File: config.mk
export PLATFORM = sky130hd
export DESIGN_NAME = interrupt_controller_flat
export DESIGN_NICKNAME = d
export VERILOG_FILES = /design/src/rtl/interrupt_controller_pkg.sv /design/src/rtl/interrupt_controller_if.sv /design/src/rtl/interrupt_controller_priority_encoder.sv /design/src/rtl/interrupt_controller.sv /design/src/flat_wrapper.sv
export SDC_FILE = /design/constraint.sdc
export NUM_CORES = 1
export LEC_CHECK = 0
export CORE_ASPECT_RATIO = 1.25
export CORE_UTILIZATION = 42
export DETAILED_ROUTE_END_ITERATION = 7
export PLACE_DENSITY_LB_ADDON = 0.05
export SLEW_MARGIN = 10
export SYNTH_ARGS = -nofsm -noshare
export SYNTH_HDL_FRONTEND = slang
export SYNTH_SLANG_ARGS = --single-unit
File: constraint.sdc
create_clock -name iClock -period 1.8 [get_ports iClock]
set_input_delay 0.27 -clock iClock [delete_from_list [all_inputs] [get_ports iClock]]
set_output_delay 0.27 -clock iClock [all_outputs]
set_load 0.02 [all_outputs]
File: src/rtl/interrupt_controller_pkg.sv
// Shared state encodings, interrupt vectors and IF bit positions.
package interrupt_controller_pkg;

    typedef enum logic [1:0] {
        IC_IDLE    = 2'd0,
        IC_REQ     = 2'd1,
        IC_SERVICE = 2'd2
    } ic_state_e;

    localparam logic [7:0] INT_VBLANK  = 8'h40;
    localparam logic [7:0] INT_LCDSTAT = 8'h48;
    localparam logic [7:0] INT_TIMER   = 8'h50;
    localparam logic [7:0] INT_SERIAL  = 8'h58;
    localparam logic [7:0] INT_JOYPAD  = 8'h60;

    localparam int IF_VBLANK  = 0;
    localparam int IF_LCDSTAT = 1;
    localparam int IF_TIMER   = 2;
    localparam int IF_SERIAL  = 3;
    localparam int IF_JOYPAD  = 4;
    localparam int NUM_SRC    = 5;

    // Vectors are spaced 8 bytes apart starting at VBlank.
    function automatic logic [7:0] vector_of(input logic [2:0] idx);
        return INT_VBLANK + {2'b00, idx, 3'b000};
    endfunction

endpackage

File: src/rtl/interrupt_controller_if.sv
// MCU register bus and CPU dispatch handshake of the interrupt controller.
interface interrupt_controller_if;
    logic       iMcuWeIf;
    logic       iMcuWeIe;
    logic [7:0] iMcuWriteData;
    logic       iEof;
    logic       iEi;
    logic       iDi;
    logic       iReti;
    logic       iIrqAck;
    logic [7:0] oIf;
    logic [7:0] oIe;
    logic       oIme;
    logic       oIrqPending;
    logic       oIrqReq;
    logic [7:0] oVector;

    modport master (
        output iMcuWeIf, iMcuWeIe, iMcuWriteData, iEof, iEi, iDi, iReti, iIrqAck,
        input  oIf, oIe, oIme, oIrqPending, oIrqReq, oVector
    );

    modport slave (
        input  iMcuWeIf, iMcuWeIe, iMcuWriteData, iEof, iEi, iDi, iReti, iIrqAck,
        output oIf, oIe, oIme, oIrqPending, oIrqReq, oVector
    );
endinterface

File: src/rtl/interrupt_controller_priority_encoder.sv
// Fixed-priority pick of the lowest set pending bit and its dispatch vector.
module interrupt_priority_encoder
    import interrupt_controller_pkg::*;
(
    input  logic [NUM_SRC-1:0] iPending,
    output logic               oValid,
    output logic [2:0]         oIndex,
    output logic [7:0]         oVector
);

    always_comb begin
        oValid  = 1'b0;
        oIndex  = 3'd0;
        oVector = 8'h00;
        // Scan downward so the lowest index set is the one left standing.
        for (int i = NUM_SRC - 1; i >= 0; i--) begin
            if (iPending[i]) begin
                oValid = 1'b1;
                oIndex = 3'(i);
            end
        end
        if (oValid) oVector = vector_of(oIndex);
    end

endmodule

File: src/rtl/interrupt_controller.sv
// Interrupt flag/enable registers, IME with delayed EI, and CPU dispatch FSM.
module interrupt_controller
    import interrupt_controller_pkg::*;
(
    input  logic iClock,
    input  logic iReset,
    input  logic iVBlank,
    input  logic iLcdStat,
    input  logic iTimer,
    input  logic iSerial,
    input  logic iJoypad,
    interrupt_controller_if.slave bus
);

    ic_state_e          state_q, state_d;
    logic [NUM_SRC-1:0] src_q, src_d;
    logic [NUM_SRC-1:0] if_q, if_d;
    logic [7:0]         ie_q, ie_d;
    logic               ime_q, ime_d;
    logic               ei_pend_q, ei_pend_d;
    logic               ei_seen_q, ei_seen_d;
    logic [7:0]         vec_q, vec_d;

    logic [NUM_SRC-1:0] src, rise, pending, clr_mask;
    logic               enc_valid, ack_take;
    logic [2:0]         enc_idx;
    logic [7:0]         enc_vector;

    assign src     = {iJoypad, iSerial, iTimer, iLcdStat, iVBlank};
    assign src_d   = src;
    assign rise    = src & ~src_q;
    assign pending = if_q & ie_q[NUM_SRC-1:0];

    interrupt_priority_encoder u_prio (
        .iPending (pending),
        .oValid   (enc_valid),
        .oIndex   (enc_idx),
        .oVector  (enc_vector)
    );

    assign ack_take = (state_q == IC_REQ) && bus.iIrqAck && enc_valid;
    assign clr_mask = NUM_SRC'(1) << enc_idx;

    always_comb begin
        state_d   = state_q;
        if_d      = if_q;
        ie_d      = ie_q;
        ime_d     = ime_q;
        ei_pend_d = ei_pend_q;
        ei_seen_d = ei_seen_q;
        vec_d     = vec_q;

        // IF: MCU write, then ack clear, then hardware rise (rise always wins).
        if (bus.iMcuWeIf) if_d = bus.iMcuWriteData[NUM_SRC-1:0];
        if (ack_take)     if_d = if_d & ~clr_mask;
        if_d = if_d | rise;

        if (bus.iMcuWeIe) ie_d = bus.iMcuWriteData;

        // EI arms on the first iEof (closing EI) and fires on the next one.
        if (ei_pend_q && bus.iEof) begin
            if (ei_seen_q) begin
                ime_d     = 1'b1;
                ei_pend_d = 1'b0;
                ei_seen_d = 1'b0;
            end else begin
                ei_seen_d = 1'b1;
            end
        end
        if (bus.iEi) begin
            ei_pend_d = 1'b1;
            ei_seen_d = bus.iEof;
        end
        if (bus.iReti) ime_d = 1'b1;
        if (ack_take)  ime_d = 1'b0;
        if (bus.iDi) begin
            ime_d     = 1'b0;
            ei_pend_d = 1'b0;
            ei_seen_d = 1'b0;
        end

        case (state_q)
            IC_IDLE:
                if (ime_q && enc_valid && bus.iEof) state_d = IC_REQ;
            IC_REQ:
                if (ack_take) begin
                    vec_d   = enc_vector;
                    state_d = IC_SERVICE;
                end else if (!enc_valid) begin
                    state_d = IC_IDLE;
                end
            IC_SERVICE:
                if (bus.iEof) state_d = IC_IDLE;
            default:
                state_d = IC_IDLE;
        endcase
    end

    always_ff @(posedge iClock) begin
        src_q <= src_d;
        if (iReset) begin
            state_q   <= IC_IDLE;
            if_q      <= '0;
            ie_q      <= 8'h00;
            ime_q     <= 1'b0;
            ei_pend_q <= 1'b0;
            ei_seen_q <= 1'b0;
            vec_q     <= 8'h00;
        end else begin
            state_q   <= state_d;
            if_q      <= if_d;
            ie_q      <= ie_d;
            ime_q     <= ime_d;
            ei_pend_q <= ei_pend_d;
            ei_seen_q <= ei_seen_d;
            vec_q     <= vec_d;
        end
    end

    always_comb begin
        bus.oIf         = {3'b111, if_q};
        bus.oIe         = ie_q;
        bus.oIme        = ime_q;
        bus.oIrqPending = enc_valid;
        bus.oIrqReq     = 1'b0;
        bus.oVector     = 8'h00;
        case (state_q)
            IC_REQ: begin
                bus.oIrqReq = enc_valid;
                bus.oVector = enc_vector;
            end
            IC_SERVICE: bus.oVector = vec_q;
            default: ;
        endcase
    end

endmodule
File: src/flat_wrapper.sv
// flat-port wrapper written by rule: the top's interface ports become plain ports
module interrupt_controller_flat import interrupt_controller_pkg::*;
  (iClock, iReset, iVBlank, iLcdStat, iTimer, iSerial, iJoypad, bus_iMcuWeIf, bus_iMcuWeIe, bus_iMcuWriteData, bus_iEof, bus_iEi, bus_iDi, bus_iReti, bus_iIrqAck, bus_oIf, bus_oIe, bus_oIme, bus_oIrqPending, bus_oIrqReq, bus_oVector);
  interrupt_controller_if bus_i ();
  input  logic iClock;
  input  logic iReset;
  input  logic iVBlank;
  input  logic iLcdStat;
  input  logic iTimer;
  input  logic iSerial;
  input  logic iJoypad;
  input wire logic [$bits(bus_i.iMcuWeIf)-1:0] bus_iMcuWeIf;
  input wire logic [$bits(bus_i.iMcuWeIe)-1:0] bus_iMcuWeIe;
  input wire logic [$bits(bus_i.iMcuWriteData)-1:0] bus_iMcuWriteData;
  input wire logic [$bits(bus_i.iEof)-1:0] bus_iEof;
  input wire logic [$bits(bus_i.iEi)-1:0] bus_iEi;
  input wire logic [$bits(bus_i.iDi)-1:0] bus_iDi;
  input wire logic [$bits(bus_i.iReti)-1:0] bus_iReti;
  input wire logic [$bits(bus_i.iIrqAck)-1:0] bus_iIrqAck;
  output wire logic [$bits(bus_i.oIf)-1:0] bus_oIf;
  output wire logic [$bits(bus_i.oIe)-1:0] bus_oIe;
  output wire logic [$bits(bus_i.oIme)-1:0] bus_oIme;
  output wire logic [$bits(bus_i.oIrqPending)-1:0] bus_oIrqPending;
  output wire logic [$bits(bus_i.oIrqReq)-1:0] bus_oIrqReq;
  output wire logic [$bits(bus_i.oVector)-1:0] bus_oVector;
  assign bus_i.iMcuWeIf = bus_iMcuWeIf;
  assign bus_i.iMcuWeIe = bus_iMcuWeIe;
  assign bus_i.iMcuWriteData = bus_iMcuWriteData;
  assign bus_i.iEof = bus_iEof;
  assign bus_i.iEi = bus_iEi;
  assign bus_i.iDi = bus_iDi;
  assign bus_i.iReti = bus_iReti;
  assign bus_i.iIrqAck = bus_iIrqAck;
  assign bus_oIf = bus_i.oIf;
  assign bus_oIe = bus_i.oIe;
  assign bus_oIme = bus_i.oIme;
  assign bus_oIrqPending = bus_i.oIrqPending;
  assign bus_oIrqReq = bus_i.oIrqReq;
  assign bus_oVector = bus_i.oVector;
  interrupt_controller u_core (.iClock(iClock), .iReset(iReset), .iVBlank(iVBlank), .iLcdStat(iLcdStat), .iTimer(iTimer), .iSerial(iSerial), .iJoypad(iJoypad), .bus(bus_i));
endmodule
# After elaboration in Yosys (flattened, before gate mapping)

Cells that the tools add are included.

Logic and storage cells: 66
Output and inout bits: 27
Register bits: 31
Input bits: 22

Shift operators: 1
Mux-type cells: 29
Bitwise logic cells: 6
$add $sub $neg: 1
Reductions and logical operators: 16
Equality and inequality tests: 5

Operators with widths:

| operator              | number |
|---|---|
| $pmux W8 S2           | 1 |
| $and A5 B5 Y5         | 3 |
| $mux W1               | 15 |
| $mux W3               | 5 |
| $mux W5               | 2 |
| $not A5 Y5            | 2 |
| $add A7 B6 Y8 const A | 1 |
| $mux W2               | 4 |
| $mux W8               | 1 |
| $reduce_bool A2 Y1    | 4 |
| $pmux W2 S3           | 1 |
| $reduce_and A2 Y1     | 3 |
| $logic_and A1 B1 Y1   | 5 |
| $or A5 B5 Y5          | 1 |
| $shl A1 B3 Y5 const A | 1 |
| $ne A3 B3 Y1 const B  | 1 |
| $reduce_and A3 Y1     | 1 |
| $reduce_or A3 Y1      | 1 |
| $eq A2 B1 Y1 const B  | 1 |
| $eq A2 B2 Y1 const B  | 1 |
| $logic_not A2 Y1      | 1 |
| $ne A2 B1 Y1 const B  | 1 |
| $ne A2 B2 Y1 const B  | 1 |
| $reduce_or A2 Y1      | 1 |

# Logic depth before layout (Yosys ltp)

Word-level depth: 11
Gate-level depth with buffers: 7

# Cells and area by module

From an unflattened synthesis, not the netlist that was laid out.

Cell total of the unflattened synthesis: 172
Area total of the unflattened synthesis: 1544.0 um^2

Modules (own cells, without submodules):

| module                     | area each (um^2) | seq. area each (um^2) | cells an instance | instances |
|---|---|---|---|---|
| interrupt_controller       | 1437.6           | 620.6                 | 155               | 1 |
| interrupt_priority_encoder | 106.4            | 0.0                   | 17                | 1 |

# Worst setup path after synthesis

OpenSTA, ideal clock, no wires.

Kind: flip-flop to output port
From: reg u_core.ie_q[3] (netlist: u_core.bus.oIe[3])
To: out bus_oVector[6]
Arrival: 1.387 ns
Path buffers: 0
Path slack: 0.143 ns
Stages on the path, launching flop included: 4
Cells stage by stage: dfxtp_1 a22o_1 o31ai_4 a21boi_0

Cells in the longest elaborated chain, start to end: 8
Elaborated cells on any way between the ends: 12

RTL lines:

| what                     | line                                        | text |
|---|---|---|
| start: declaration       | interrupt_controller.sv:18                  | `logic [7:0] ie_q, ie_d;` |
| start signal: assignment | interrupt_controller.sv:112                 | `ie_q <= ie_d;` |
| $and A5 B5 Y5 (*)        | interrupt_controller.sv:32                  | `assign pending = if_q & ie_q[NUM_SRC-1:0];` |
| $mux W3 (4 in a row)     | interrupt_controller_priority_encoder.sv:17 | `if (iPending[i]) begin` |
| $add A7 B6 Y8            | interrupt_controller_pkg.sv:25              | `return INT_VBLANK + {2'b00, idx, 3'b000};` |
| $mux W8 (*)              | interrupt_controller_priority_encoder.sv:22 | `if (oValid) oVector = vector_of(oIndex);` |
| $pmux W8 S2 (*)          | interrupt_controller.sv:127                 | `case (state_q)` |
| end: declaration         | flat_wrapper.sv:25                          | `output wire logic [$bits(bus_i.oVector)-1:0] bus_oVector;` |

Every way passes the cells marked *; elsewhere a longest branch is shown, timed or not.

# Worst setup path in the final report

From: reg u_core.ie_q[0] (netlist: u_core.bus.oIe[0])
To: out bus_oIrqReq

Cells in the longest elaborated chain, start to end: 3

RTL lines:

| what             | line                                        | text |
|---|---|---|
| $and A5 B5 Y5    | interrupt_controller.sv:32                  |  |
| $mux W1          | interrupt_controller_priority_encoder.sv:17 |  |
| $mux W1          | interrupt_controller.sv:127                 |  |
| end: declaration | flat_wrapper.sv:24                          | `output wire logic [$bits(bus_i.oIrqReq)-1:0] bus_oIrqReq;` |

Every way passes these cells.

==> results.cfg <==
[place]
dp.cells = 233
routabilityCongestion = 0.8597
portBuffers = 41
preCtsSetupSlack_ps = -46.99
dp_hpwl_um = 2486
postPlaceCellArea_sq_mm = 0.001873

[route]
firstDrtPassIters = 3
drcViolationCount = 0
ant_nets = 0
via_count = 1208
wl_per_cell_um = 13.32
routed_wl_um = 3209
drt_iter0_drc = 12
viasPerCell = 5.012

[synth]
synth_top_cell_by_area = dfxtp_1
synth_edf_count = 0
synth_area_per_cell_sq_um = 9.264
syn_area_sq_mm = 0.001306
async_reset_ff_frac = 0
yosysUniqueCellTypes = 36
synth_common_cells = dfxtp_1, nand2_1, a21oi_1, mux2i_1, nor2_1
yosys_most_used_dff = dfxtp_1
synth_most_common_cell = dfxtp_1
yosys.area.top_type_share = 0.4138
yosys_warnings = 0
synthCells = 141
ys_ff_latch = 27
yosysSeqAreaShare = 0.4138
synth_area_leaders = dfxtp_1, mux2i_1, a21oi_1

[clocking]
cts_root_buf = clkbuf_4
cts_hold_buffers = 0
cts_tree = done
clk_latency_ps = 330
clk_pin_slew_ps = 150
cts_buffers = 3
cts.htree.levels = 1
clock_path_buffers = 2
cts_sinks = 27

[cells_and_area]
stdcell_count = 241
seqCellArea_sq_um = 556.8
diodes = 0
fillers = 252
multi_input_area_sq_um = 720.7
drive_gt1_frac = 0.2780
final_area_sq_mm = 0.001949
nets = 231
area_delta_synth_final_pct = 49.23

[pwr]
switchingPower_mw = 0.3429
pwr-share-comb = 0.246
p_int_mw = 0.8730
p_clk_frac = 0.218
seqPwrFrac = 0.536
finalPower_mw = 1.216
ir_drop_mv = 0.5570
p_sw_frac = 0.2820
p_leak_nw = 0.8141
p_per_area_mw_per_mm2 = 623.7

[worst_setup_path]
slowest_stage = dfxtp_2
cp_top_family = compound AO/OA/AOI/OAI gates
r2r-end = u_core.state_q[1]
cp_max_fo = 3
cp_cell_sequence = a22o_4 > o31ai_4 > buf_4 > inv_2 > buf_6
required_ps = 1530
path_class = flip-flop to primary output
critical-path-max-stage-delay_ps = 360
start_kind = flip-flop
r2r_slack_ps = 280
endpoint_kind = primary output
worstPathArrival_ps = 1490
reg2regPathDepth = 6
crit_buf_inv = 3
r2r_start = u_core.state_q[1]

[flow_run]
cap_violations = 0

[timing]
setup_ws_ps = 41.76
fmaxAchievable_mhz = 568.7
drv_slew = 0
fin_crit_ps = 1758
skew_ps = 8.285
setup_viol = 0
rsz0062_at_grt = yes
hold_viol = 0
min_period_over_period = 0.9768

[worst_hold_path]
holdPathStages = 1
hp-start = iJoypad
min_to = u_core.src_q[4]
hold_class = input pin to flip-flop

[run_status]
status = completed

[global_route]
antenna_found_initial = 0
grtUsageTotal = 0.2053
grt_remaining_overflow = 0
grt_max_degree = 16
grt_pass1_vias = 1165
grt_pass1_wl_um = 5078

[die]
pin_count = 49
die_w_um = 51.88
num_rows = 22
die-area_sq_mm = 0.003338
core_sq_mm = 0.002945
die_h_um = 64.35
start_util = 0.4435
==> worst max path at each step <==
stage	from	to	slack, ps	cells past startpoint
2_1_floorplan	u_core.bus.oIe[3]	bus_oVector[6]	140	3
3_3_place_gp	u_core.state_q[1]	bus_oVector[5]	-20	5
3_5_place_dp	u_core.state_q[1]	bus_oVector[3]	-50	5
4_1_cts	u_core.bus.oIe[3]	bus_oIrqReq	-5	5
5_1_grt	u_core.if_q[0]	bus_oVector[4]	-20	5
6_report	u_core.bus.oIe[0]	bus_oIrqReq	40	5
==> sequential cells by signal (all words and copies together), names as in the netlist <==
register / flops
u_core.bus.oIe: 8
u_core.bus.oIme: 1
u_core.ei_pend_q: 1
u_core.ei_seen_q: 1
u_core.if_q: 5
u_core.src_q: 5
u_core.state_q: 2
u_core.vec_q: 4
==> layout by cell type (no fill, tap or decap), types with 2 or more instances in the layout <==
cell and n:
clkdlybuf4s50_1 35, buf_4 27, dfxtp_1 18, nand2_1 14, mux2i_1 11, a21oi_1 11, nor2_1 10, nand2b_1 8
conb_1 7, dfxtp_2 7, nand4_1 4, inv_1 3, and2_1 3, nor2b_1 3, clkbuf_4 3, buf_2 3
nand3_1 2, a22o_4 2, o31ai_4 2, a21boi_1 2, and3_1 2, a21boi_0 2, a31o_2 2, mux2_2 2
dfxtp_4 2
==> what timing repair did <==
item,CTS,global route
setup buffers,2,2
setup endpoints to repair,6,8
cloned,0,0
pin swaps,2,3
gates resized for setup,33,14
==> layer usage <==
| metal | up-vias | share of wire | global-route usage |
|---|---|---|---|
| li1 | 608 | - | - |
| met1 | 565 | 0.44 | 0.2456 |
| met2 | 31 | 0.51 | 0.3542 |
| met3 | 4 | 0.037 | 0.02619 |
| met4 | 0 | 0.014 | 0.09122 |
| met5 | - | 0 | 0 |
==> layout make-up <==
| type | instances | area share |
|---|---|---|
| multi-input cells | 103 | 0.3697 |
| inverters | 4 | 0.007702 |
| clock buffers | 3 | 0.01155 |
| flip-flops and latches | 27 | 0.2856 |
| clock inverters | 1 | 0.002567 |
| repair buffers | 67 | 0.2997 |
| well taps | 36 | 0.02311 |
==> power groups by stage <==
stage / Combinational [mW] / Clock (mW) / Sequential, mW
4_1_cts: 0.296 / 0.272 / 0.654
2_1_floorplan: 0.122 / 0 / 0.689
3_5_place_dp: 0.292 / 0 / 0.664
3_3_place_gp: 0.287 / 0 / 0.661
5_1_grt: 0.320 / 0.296 / 0.656
6_report: 0.299 / 0.265 / 0.652
==> cells by family (layout without fill, tap and decap cells) <==
logic type | after synthesis | in the layout | share of synthesized area
compound gates | 32 | 32 | 0.2012
other cells | 2 | 7 | 0.005749
mux | 13 | 13 | 0.1015
flops | 27 | 27 | 0.4138
fa+ha+maj | 3 | 3 | 0.02874
simple gates | 48 | 48 | 0.1820
buf+inv | 16 | 75 | 0.06704
==> stage by stage <==
stage	hold slack, ps	setup TNS, ps	util
floorplan	297.7	0	-
finish	394.9	0	0.6619
CTS	389.1	-4.998	0.6512
detailed placement	444.2	-124.4	0.6359
global route	386.7	-34.22	0.6619
global placement	440.0	-32.87	0.6359
Power figures use the tool's default switching activity.
